$ cat src/rtl/encoder_pkg.sv
`timescale 1ns/1ps
// -----------------------------------------------------------------------------
// encoder_pkg
// Shared constants and types for the sequential 8-to-3 scan encoder.
//   N            : request vector width (fixed at 8)
//   IDXW         : index width, $clog2(N)
//   scan_state_t : controller state (IDLE while waiting for a vector,
//                  SCAN while emitting indices of the current vector)
// -----------------------------------------------------------------------------
package encoder_pkg;

   localparam int N    = 8;
   localparam int IDXW = $clog2(N);

   typedef enum logic {
      IDLE = 1'b0,
      SCAN = 1'b1
   } scan_state_t;

endpackage : encoder_pkg

$ cat src/rtl/prio_enc8.sv
`timescale 1ns/1ps
// -----------------------------------------------------------------------------
// prio_enc8
// Combinational LSB-first priority encoder over an 8-bit vector.
// Ports:
//   vec_i          [N-1:0]    vector to encode
//   idx_o          [IDXW-1:0] index of the lowest set bit (0 when vec_i == 0)
//   one_hot_only_o            vec_i has exactly one bit set
//   nonzero_o                 vec_i has at least one bit set
// -----------------------------------------------------------------------------
module prio_enc8
   import encoder_pkg::*;
(
   input  logic [N-1:0]    vec_i,
   output logic [IDXW-1:0] idx_o,
   output logic            one_hot_only_o,
   output logic            nonzero_o
);

   always_comb begin
      idx_o = '0;
      // Walk from MSB down so the lowest set bit is the last one written.
      for (int i = N - 1; i >= 0; i--) begin
         if (vec_i[i]) begin
            idx_o = IDXW'(i);
         end
      end
   end

   assign nonzero_o      = |vec_i;
   // Clearing the lowest set bit leaves nothing only for a one-hot vector.
   assign one_hot_only_o = nonzero_o && ((vec_i & (vec_i - N'(1))) == '0);

endmodule : prio_enc8

$ cat src/rtl/encoder8to3_scan.sv
`timescale 1ns/1ps
// -----------------------------------------------------------------------------
// encoder8to3_scan
// Sequential 8-to-3 encoder: accepts an 8-bit request vector and emits the
// index of every set bit, lowest first, one index per output transfer.
// Ports:
//   clk         clock, rising edge
//   rst         synchronous active-high reset
//   in_valid    D is presented
//   in_ready    block accepts D this cycle (combinational from state/out_ready)
//   D   [7:0]   request vector, any population count
//   out_valid   A holds a valid index
//   out_ready   consumer takes A this cycle
//   A   [2:0]   index of the lowest remaining set bit (0 when !out_valid)
//   last        A is the final index of the current vector
//   multi       current vector had more than one bit set when loaded
//   zero        one-cycle pulse after an all-zero vector was accepted
//   dbg_state_o current controller state, for observation only
//
// Handshake: on both ports a transfer happens on a rising edge where
// valid && ready. The source holds its data stable while valid is high and
// ready is low; valid never depends on ready. in_ready is raised in SCAN
// only on the final index being taken, so a new vector can follow the last
// index of the previous one with no bubble.
// -----------------------------------------------------------------------------
module encoder8to3_scan
   import encoder_pkg::*;
(
   input  logic            clk,
   input  logic            rst,
   input  logic            in_valid,
   output logic            in_ready,
   input  logic [N-1:0]    D,
   output logic            out_valid,
   input  logic            out_ready,
   output logic [IDXW-1:0] A,
   output logic            last,
   output logic            multi,
   output logic            zero,
   output scan_state_t     dbg_state_o
);

   scan_state_t state_q, state_d;
   logic [N-1:0] pending_q, pending_d;
   logic         multi_q, multi_d;
   logic         zero_q, zero_d;

   logic [IDXW-1:0] enc_idx;
   logic            enc_one_hot;
   logic            enc_nonzero;

   logic in_fire;
   logic out_fire;

   prio_enc8 u_prio_enc8 (
      .vec_i          (pending_q),
      .idx_o          (enc_idx),
      .one_hot_only_o (enc_one_hot),
      .nonzero_o      (enc_nonzero)
   );

   // Outputs other than in_ready depend on registers only.
   assign out_valid   = (state_q == SCAN);
   assign A           = out_valid ? enc_idx : '0;
   assign last        = out_valid && enc_one_hot;
   assign multi       = out_valid && multi_q;
   assign zero        = zero_q;
   assign dbg_state_o = state_q;

   assign in_ready = (state_q == IDLE) || (last && out_ready);
   assign in_fire  = in_valid && in_ready;
   assign out_fire = out_valid && out_ready;

   always_comb begin
      state_d   = state_q;
      pending_d = pending_q;
      multi_d   = multi_q;
      zero_d    = 1'b0;

      // Retire the index being taken; the final one ends the vector.
      if (out_fire) begin
         pending_d = pending_q & ~(N'(1) << enc_idx);
         if (last) begin
            state_d = IDLE;
         end
      end

      // A same-cycle accept overrides the return to IDLE.
      if (in_fire) begin
         if (D != '0) begin
            pending_d = D;
            multi_d   = (D & (D - N'(1))) != '0;
            state_d   = SCAN;
         end else begin
            pending_d = '0;
            multi_d   = 1'b0;
            zero_d    = 1'b1;
            state_d   = IDLE;
         end
      end
   end

   always_ff @(posedge clk) begin
      if (rst) begin
         state_q   <= IDLE;
         pending_q <= '0;
         multi_q   <= 1'b0;
         zero_q    <= 1'b0;
      end else begin
         state_q   <= state_d;
         pending_q <= pending_d;
         multi_q   <= multi_d;
         zero_q    <= zero_d;
      end
   end

endmodule : encoder8to3_scan

$ cat config.mk
export PLATFORM = sky130hd
export DESIGN_NAME = encoder8to3_scan
export DESIGN_NICKNAME = d
export VERILOG_FILES = /design/src/rtl/encoder_pkg.sv /design/src/rtl/prio_enc8.sv /design/src/rtl/encoder8to3_scan.sv
export SDC_FILE = /design/constraint.sdc
export NUM_CORES = 1
export LEC_CHECK = 0
export ABC_AREA = 1
export BUFFER_PORTS_ARGS = -buffer_cell sky130_fd_sc_hd__buf_2
export CORE_ASPECT_RATIO = 0.9
export CORE_MARGIN = 2
export CORE_UTILIZATION = 51
export DETAILED_ROUTE_END_ITERATION = 8
export MAX_ROUTING_LAYER = met4
export PLACE_DENSITY = 0.8
export SYNTH_ARGS = -nofsm -noshare
export SYNTH_HDL_FRONTEND = slang
export SYNTH_SLANG_ARGS = --single-unit
$ cat constraint.sdc
create_clock -name clk -period 1.9 [get_ports clk]
set_input_delay 0.19 -clock clk [delete_from_list [all_inputs] [get_ports clk]]
set_output_delay 0.19 -clock clk [all_outputs]
set_load 0.02 [all_outputs]
==> flow_summary.ini, run 1 <==
[status]
outcome = finished, final reports clean

[floorplanning]
die_w_um = 46.2
core_um2 = 1480
io_pins = 21
rows = 13
die_height_um = 42
dieArea_um2 = 1940
start_util = 0.553

[placement]
place_congestion = 1.03
post_dp_cell_area_um2 = 935
dp_cells = 181
place_ws_ns = 0.221
dp_hpwl_um = 1560
io_buffer_count = 20

[synth]
syn-cell-area_um2 = 818
ys_warn_count = 0
yosysSeqAreaShare = 0.269
postSynthAreaPerCell_um2 = 5.80
synth_fp_nets = 153
synthDistinctLibCells = 20
synthCells = 141
synth-seq-cells = 11

[sta]
drv_slew = 0
setup_viol = 0
fin_crit_ns = 1.81
hold_viol_final = 0
clock_skew_ns = 0.0104
slew_headroom = 0.814
tightest_slew_ns = 0.279
fmax_mhz = 554
period_share = 0.950
tns_ns = 0
layout_setup_ws_ns = 0.0946

[routing]
drc = 0
wire_per_inst_um = 10.8
drt-vias-per-instance = 5.14
first_iter_violations = 49
drtPass1Iterations = 4
vias = 956
wl_um = 2010
ant_nets = 0

[finish]
final_area_um2 = 981
final_layout_size_suffix_gt1_frac = 0.232
final_nets = 177
final_core_util = 0.663
final_cell_mix = nand2_1 (42), inv_1 (20), buf_2 (19), nand3_1 (18), nor2_1 (13)
final_cells = 186
final_common_cell = nand2_1
antenna_cells = 0
fill_cells = 132
area_growth_pct = 19.9

[power]
leakagePower_nw = 0.525
clkPwrFrac = 0.236
switchingPower_mw = 0.262
p_int_mw = 0.418
p_seq_frac = 0.404
vdd_drop_max_uv = 395
p_comb_frac = 0.360
p_sw_frac = 0.385
power_density_nw_per_um2 = 693

[clock_tree]
clk_latency_ns = 0.27
cts_num_sinks = 11
cts_tree = done
cts-root-buf = clkbuf_4
path_clk_slew_ns = 0.08
cts_buffers = 3
cts_buffer_depth = 2
ctsHtreeMaxLevel = 1

[min_path]
min_path_type = primary input to flop

[global_route]
groute.usage.overall = 0.237
grt_pass1_vias = 806
grt.overflow.total = 0
grt_max_degree = 12
antenna_found_initial = 0
grt_pass1_wl_um = 3290

[critical_path]
critPathMaxFanout = 3
end_kind = output pin
worst_ep_required_time_ns = 1.71
worstPathArrival_ns = 1.62
criticalPathCategory = flop to output pin
cp-start-kind = flop

[job]
max-cap-violations = 0
final timing paths:
| path | start | end | slack, ns | depth (start not counted) |
|---|---|---|---|---|
| worst max-delay path | pending_q[1] | last | 0.09 | 6 |
| worst min-delay path | D[0] | pending_q[0] | 0.20 | 3 |
| worst max register to register | pending_q[1] | pending_q[3] | 0.22 | 11 |
| worst min register to register | multi_q | multi_q | 0.48 | 2 |
worst max-delay path, cell delays in order, from the launching register on:
cell and delay [ns]:
dfxtp_1 0.35, nor2_2 0.17, nand2_1 0.11, nand2_2 0.08, nand3_1 0.11, nor4_1 0.31
buf_2 0.22
cells by family (layout without fill, tap and decap cells):
kind of cell | Yosys count | in the layout | share of synthesized area
buffers and inverters | 23 | 46 | 0.115
AOI/OAI and AO/OA | 21 | 21 | 0.144
DFF | 11 | 11 | 0.269
and+or+nand+nor | 86 | 86 | 0.472
final cells by class:
type                    count  area, um^2  share of cell area
multi-input cells         107         512               0.522
flip-flops and latches     11         223               0.227
repair buffers             22         118               0.120
inverters                  20        75.1              0.0765
well taps                  22        27.5              0.0281
clock buffers               4        26.3              0.0268
Yosys cell counts:
cell / count / area share
nand2_1: 42 / 0.19
inv_1: 20 / 0.092
nand3_1: 18 / 0.11
nor2_1: 14 / 0.064
a21oi_1: 11 / 0.067
dfxtp_1: 11 / 0.27
o21ai_0: 6 / 0.037
nor2_2: 4 / 0.031
buf_4: 2 / 0.018
nand2_4: 2 / 0.028
nor3_1: 2 / 0.012
a21boi_1: 1 / 0.0092
a21o_1: 1 / 0.0092
a21oi_2: 1 / 0.011
clkbuf_1: 1 / 0.0046
nand2_2: 1 / 0.0077
nand3_2: 1 / 0.012
nand4_1: 1 / 0.0077
nor4_1: 1 / 0.0077
o21ai_2: 1 / 0.011
power by group through the flow:
stage | Combinational, mW | Sequential [mW] | Clock (mW)
floorplan | 0.177 | 0.274 | 0
global placement | 0.231 | 0.275 | 0
detailed placement | 0.234 | 0.277 | 0
CTS | 0.236 | 0.271 | 0.163
global route | 0.279 | 0.276 | 0.176
finish | 0.245 | 0.274 | 0.161
metrics by stage:
stage,power [mW],hold slack [ns]
final,0.680,0.199
after detailed placement,0.511,0.466
after CTS,0.670,0.198
after floorplan,0.451,0.325
after global routing,0.731,0.185
after global placement,0.506,0.474
flip-flops by register name, summed over array words and instances, names as in the netlist:
signal / count
pending_q: 8
dbg_state_o: 1
multi_q: 1
zero: 1
per-layer routing:
| metal | vias up | wire length (um) | global-route usage |
|---|---|---|---|
| met1 | 398 | 902 | 0.335 |
| met5 | - | 0 | - |
| met2 | 54 | 893 | 0.314 |
| li1 | 496 | - | - |
| met4 | 0 | 38 | 0.114 |
| met3 | 8 | 171 | 0.0517 |
what timing repair did:
item | CTS | global route
hold buffers | 0 | 0
setup endpoints to repair | 0 | 4
gates resized for setup | 0 | 5
buffers inserted | 0 | 1
Power figures use the tool's default switching activity.
==> run 2, diff against run 1 <==
Settings changed: PLACE_DENSITY 0.8 to 0.83.
==> run 2 against run 1 <==
Net effect: register-to-register slack got worse by 0.05 ns; wire length is 3.2% higher; fmax shrank 1.6%; highest routed layer unchanged; global-route usage decreased by 0.44 points; via count grew 1.0%; sequential power hardly changed; worst setup slack lost 0.030 ns; die area stayed put; critical path type unchanged.
==> flow_summary.ini, run 2 (same netlist as run 1, synthesis figures left out) <==
[global_route]
grt.overflow.total = 0
groute.usage.overall = 0.233
grt_max_degree = 12
antenna_found_initial = 0
grt_pass1_vias = 786
grt_pass1_wl_um = 3220

[clock_tree]
cts_hold_buf = 0
cts-root-buf = clkbuf_4
path_clk_slew_ns = 0.07
cts_tree = done
ctsHtreeMaxLevel = 1
cts_buffer_depth = 2
cts_num_sinks = 11
clk_latency_ns = 0.28
cts_buffers = 3

[finish]
seq_area_um2 = 225
fill_cells = 137
final_nets = 178
final_common_cell = nand2_1
final_area_um2 = 986
final_cells = 187
antenna_cells = 0
final_layout_size_suffix_gt1_frac = 0.248
area_growth_pct = 20.5
multi_input_area_um2 = 507
final_cell_mix = nand2_1 (42), inv_1 (20), buf_2 (19), nand3_1 (18), nor2_1 (13)
largest_register = pending_q
final_core_util = 0.666
largest_reg_flops = 8

[routing]
drc = 0
drt-vias-per-instance = 5.17
vias = 966
ant_nets = 0
drtPass1Iterations = 4
wire_per_inst_um = 11.1
first_iter_violations = 54
wl_um = 2070

[critical_path]
worst_ep_required_time_ns = 1.71
critPathMaxFanout = 7
criticalPathCategory = flop to output pin
crit_buf_inv = 2
cpLargestDelayFamily = simple AND/OR/NAND/NOR gates
cp-start-kind = flop
worstPathArrival_ns = 1.65
end_kind = output pin
max_stage_delay_ns = 0.36
critical-path-slowest-cell = dfxtp_1
worstPathCellList = nor2_1, nand2_1, o21ai_2, inv_1, nor2_2, nand3_2, nand2_4, buf_4

[placement]
dp_cells = 181
place_congestion = 1.02
dp_hpwl_um = 1580
io_buffer_count = 20
post_dp_cell_area_um2 = 935

[sta]
period_share = 0.966
slew_headroom = 0.823
tightest_slew_ns = 0.265
fmax_mhz = 545
setup_viol = 0
hold_viol_final = 0
clock_skew_ns = 0.00837
fin_crit_ns = 1.84
whs_ns = 0.188
tns_ns = 0
drv_slew = 0

[floorplanning]
start_util = 0.553
dieArea_um2 = 1940
die_w_um = 46.2
rows = 13
die_height_um = 42
io_pins = 21
core_um2 = 1480

[power]
power_density_nw_per_um2 = 696
vdd_drop_max_uv = 364
leakagePower_nw = 0.528

[status]
outcome = finished, final reports clean

[min_path]
min_path_type = primary input to flop

[job]
max-cap-violations = 0
==> run 2: cell types whose count changed in the layout (fill, tap and decap cells not counted), sizes merged <==
cell / previous run / this run
buf: 22 / 23
==> run 2: cell type report <==
| type | instances | share of cell area |
|---|---|---|
| Inverter | 20 | 0.0761 |
| Multi-Input combinational cell | 107 | 0.514 |
| Clock buffer | 4 | 0.0266 |
| Sequential cell | 11 | 0.228 |
| Timing Repair Buffer | 23 | 0.127 |
| Tap cell | 22 | 0.0279 |
==> run 2: what timing repair did <==
item                                    4_1_cts  5_1_grt
setup buffers                                 0        2
pin swaps                                     0        4
endpoints found under the setup margin        1        2
resized for setup                             1        5
==> run 2: final timing paths <==
check	startpoint	endpoint	slack (ns)	cells after the start
hold / removal	D[0]	pending_q[0]	0.19	3
setup / recovery	pending_q[3]	in_ready	0.06	8
setup reg to reg	pending_q[3]	pending_q[6]	0.17	11
hold reg to reg	multi_q	multi_q	0.49	2
==> run 2: where the power goes <==
part	internal [mW]	leakage (nW)	switching, mW
registers	0.249	0.0917	0.0229
logic	0.0900	0.421	0.160
clock network	0.0815	0.0150	0.0821
total	0.421	0.528	0.265
==> run 2: routing by layer <==
layer  routed length [um]  part of all wire  track usage
met4                   54             0.026        0.103
met2                  956              0.46        0.333
met3                  110             0.053       0.0517
met5                    0                 0            -
met1                  948              0.46        0.309
==> run 2: through the flow <==
stage	worst slack (ns)	total power [mW]
CTS	0.0417	0.670
global placement	0.241	0.507
finish	0.0647	0.686
detailed placement	0.195	0.511
floorplan	0.0406	0.451
global route	-0.00173	0.733
==> run 2: tightest hold or removal path: stages <==
cell and delay [ns]:
buf_2 0.12, nand2_1 0.07, a21oi_1 0.05
==> run 3, diff against run 2 <==
Settings changed: SYNTH_HIERARCHICAL set to 1.
==> run 3 against run 2 <==
Net effect: worst setup slack improved by 0.070 ns; global-route usage fell by 3.7 points; fmax rose by 3.9%; area after synthesis rose by 0.31%; die area rose by 0.28%; highest routed layer unchanged.
==> flow_summary.ini, run 3 <==
[routing]
wl_um = 1720
drtPass1Iterations = 4
dr_wl_met2_um = 817
dr_wl_met3_um = 39
dr.max_layer_used = met4
drc = 0
wire_per_inst_um = 10.0
wl_met1_um = 848
drt-vias-per-instance = 4.97
first_iter_violations = 8
vias = 855
ant_nets = 0

[critical_path]
endpoint = A[2]
cp-start-kind = flop
criticalPathCategory = flop to output pin
critical-path-slowest-cell = a21oi_1
worst_ep_required_time_ns = 1.71
crit_top_cell = nand2_1
cp-startpoint = pending_q[3]
timing.rr.start = pending_q[3]
worstPathCellList = nor2_4, nand2_1, a21oi_1, nand2_1, inv_1, buf_2
worstRegToRegCells = 11
end_kind = output pin
critPathMaxFanout = 6
rr_endpoint = multi_q
r2r_slack_ns = 0.24
worstPathArrival_ns = 1.58
max_stage_delay_ns = 0.37

[sta]
fin_crit_ns = 1.77
drv_slew = 0
fmax_mhz = 566
slew_headroom = 0.701
clock_skew_ns = 0.00258
hold_viol_final = 0
period_share = 0.929
tns_ns = 0
setup_viol = 0
tightest_slew_ns = 0.448

[finish]
largest_register = pending_q
antenna_cells = 0
final_cells = 172
final_layout_size_suffix_gt1_frac = 0.247
final_area_um2 = 955
final_nets = 163
multi_input_area_um2 = 490
largest_reg_flops = 8
final_common_cell = nand2_1
final_cell_mix = nand2_1 (29), inv_1 (23), buf_2 (20), nand3_1 (15), dfxtp_1 (11)
fill_cells = 144
seq_area_um2 = 220
area_growth_pct = 16.3

[clock_tree]
cts_buffers = 3
cts_buffer_depth = 2
cts_hold_buf = 0
cts-root-buf = clkbuf_4
cts_tree = done
cts_num_sinks = 11
ctsHtreeMaxLevel = 1
path_clk_slew_ns = 0.06
clk_latency_ns = 0.26

[synth]
synth-seq-cells = 11
synth_top_area_frac = 0.268
synth_mux_area_frac = 0
yosysTopAreaCell = dfxtp_1
synth_most_common_cell = nand2_1
synthDistinctLibCells = 22
synth_top_cells_by_area = dfxtp_1 (27%), nand2_1 (13%), inv_1 (11%)
yosysSeqAreaShare = 0.268
synth_async_sr_flop_share = 0
synth_fp_nets = 141
syn-cell-area_um2 = 821
ys.flop_type = dfxtp_1
synth_simple_gate_area_frac = 0.431
synthCells = 129
postSynthAreaPerCell_um2 = 6.36
synth_xor_area_frac = 0
synthAdderAreaFrac = 0
synth_top_family_by_area = simple AND/OR/NAND/NOR gates
synth_commonest_cells = nand2_1 (29), inv_1 (23), nand3_1 (15)
synth_compound_area_frac = 0.154
synth_edf_count = 0
ys_warn_count = 6

[floorplanning]
dieArea_um2 = 1950
die_height_um = 42.1
io_pins = 21
rows = 13
core_um2 = 1480
die_w_um = 46.3
start_util = 0.555

[placement]
dp_cells = 168
io_buffer_count = 20
place_congestion = 0.934
post_dp_cell_area_um2 = 918
dp_hpwl_um = 1430

[power]
p_seq_frac = 0.391
clkPwrFrac = 0.202
p_comb_frac = 0.407
leakagePower_nw = 0.490
vdd_drop_max_uv = 417
p_sw_frac = 0.405
power_density_nw_per_um2 = 771
power_mw = 0.736
switchingPower_mw = 0.298
p_int_mw = 0.438

[global_route]
grt.overflow.total = 0
groute.usage.overall = 0.196
antenna_found_initial = 0
grt_max_degree = 12
grt_pass1_vias = 729
grt_pass1_wl_um = 2840

[job]
max-cap-violations = 0

[min_path]
min_path_type = primary input to flop

[status]
outcome = finished, final reports clean
-- run 3: cell types whose count changed after synthesis, sizes merged, moves of 4 or more --
cell,change
a21oi,-8
nand3,-4
o21ai,+7
nor2,-5
nand4,+9
nand2,-14
inv,+4
-- run 3: power by group through the flow --
| stage | Sequential, mW | Combinational (mW) | Clock (mW) |
|---|---|---|---|
| 3_5_place_dp | 0.292 | 0.289 | 0 |
| 2_1_floorplan | 0.282 | 0.234 | 0 |
| 4_1_cts | 0.287 | 0.290 | 0.152 |
| 5_1_grt | 0.292 | 0.334 | 0.164 |
| 6_report | 0.288 | 0.299 | 0.149 |
| 3_3_place_gp | 0.291 | 0.284 | 0 |
-- run 3: final cells by class --
type / count / area share
Inverter: 24 / 0.0944
Timing Repair Buffer: 20 / 0.105
Tap cell: 22 / 0.0288
Sequential cell: 11 / 0.231
Multi-Input combinational cell: 91 / 0.514
Clock buffer: 4 / 0.0275
-- run 3: worst min path at each step --
stage               startpoint  endpoint  slack [ns]  cells past startpoint
floorplan                 D[7]      zero        0.26                      1
CTS                       D[7]      zero        0.14                      2
detailed placement        D[7]      zero        0.41                      2
global route              D[7]      zero        0.15                      2
finish                    D[7]      zero        0.14                      2
global placement          D[7]      zero        0.41                      2
-- run 3: kinds of logic after synthesis --
| family | after synthesis |
|---|---|
| and+or+nand+nor | 71 |
| buffers and inverters | 27 |
| AOI/OAI and AO/OA | 20 |
| DFF | 11 |
-- run 3: worst max-delay path, delay by kind of cell (launching register included) --
kind / cells / cell delay, ns
flip-flops: 1 / 0.36
AND/OR/NAND/NOR: 3 / 0.38
AO/OA/AOI/OAI: 1 / 0.37
buffers and inverters: 2 / 0.21
-- run 3: routing by layer --
metal,track usage,vias up
met5,-,-
met4,0.0857,0
met3,0.0129,2
met2,0.308,20
met1,0.252,371
li1,-,462
-- run 3: repair_timing --
item	4_1_cts	5_1_grt
endpoints found under the setup margin	0	3
gates resized for setup	0	3
setup buffers	0	0
-- run 3: through the flow --
step	hold WS (ns)	setup WS (ns)	util
2_1_floorplan	0.260	0.411	-
6_report	0.143	0.134	0.645
5_1_grt	0.146	-0.00383	0.645
3_3_place_gp	0.405	0.299	0.620
3_5_place_dp	0.411	0.246	0.620
4_1_cts	0.137	0.0705	0.638
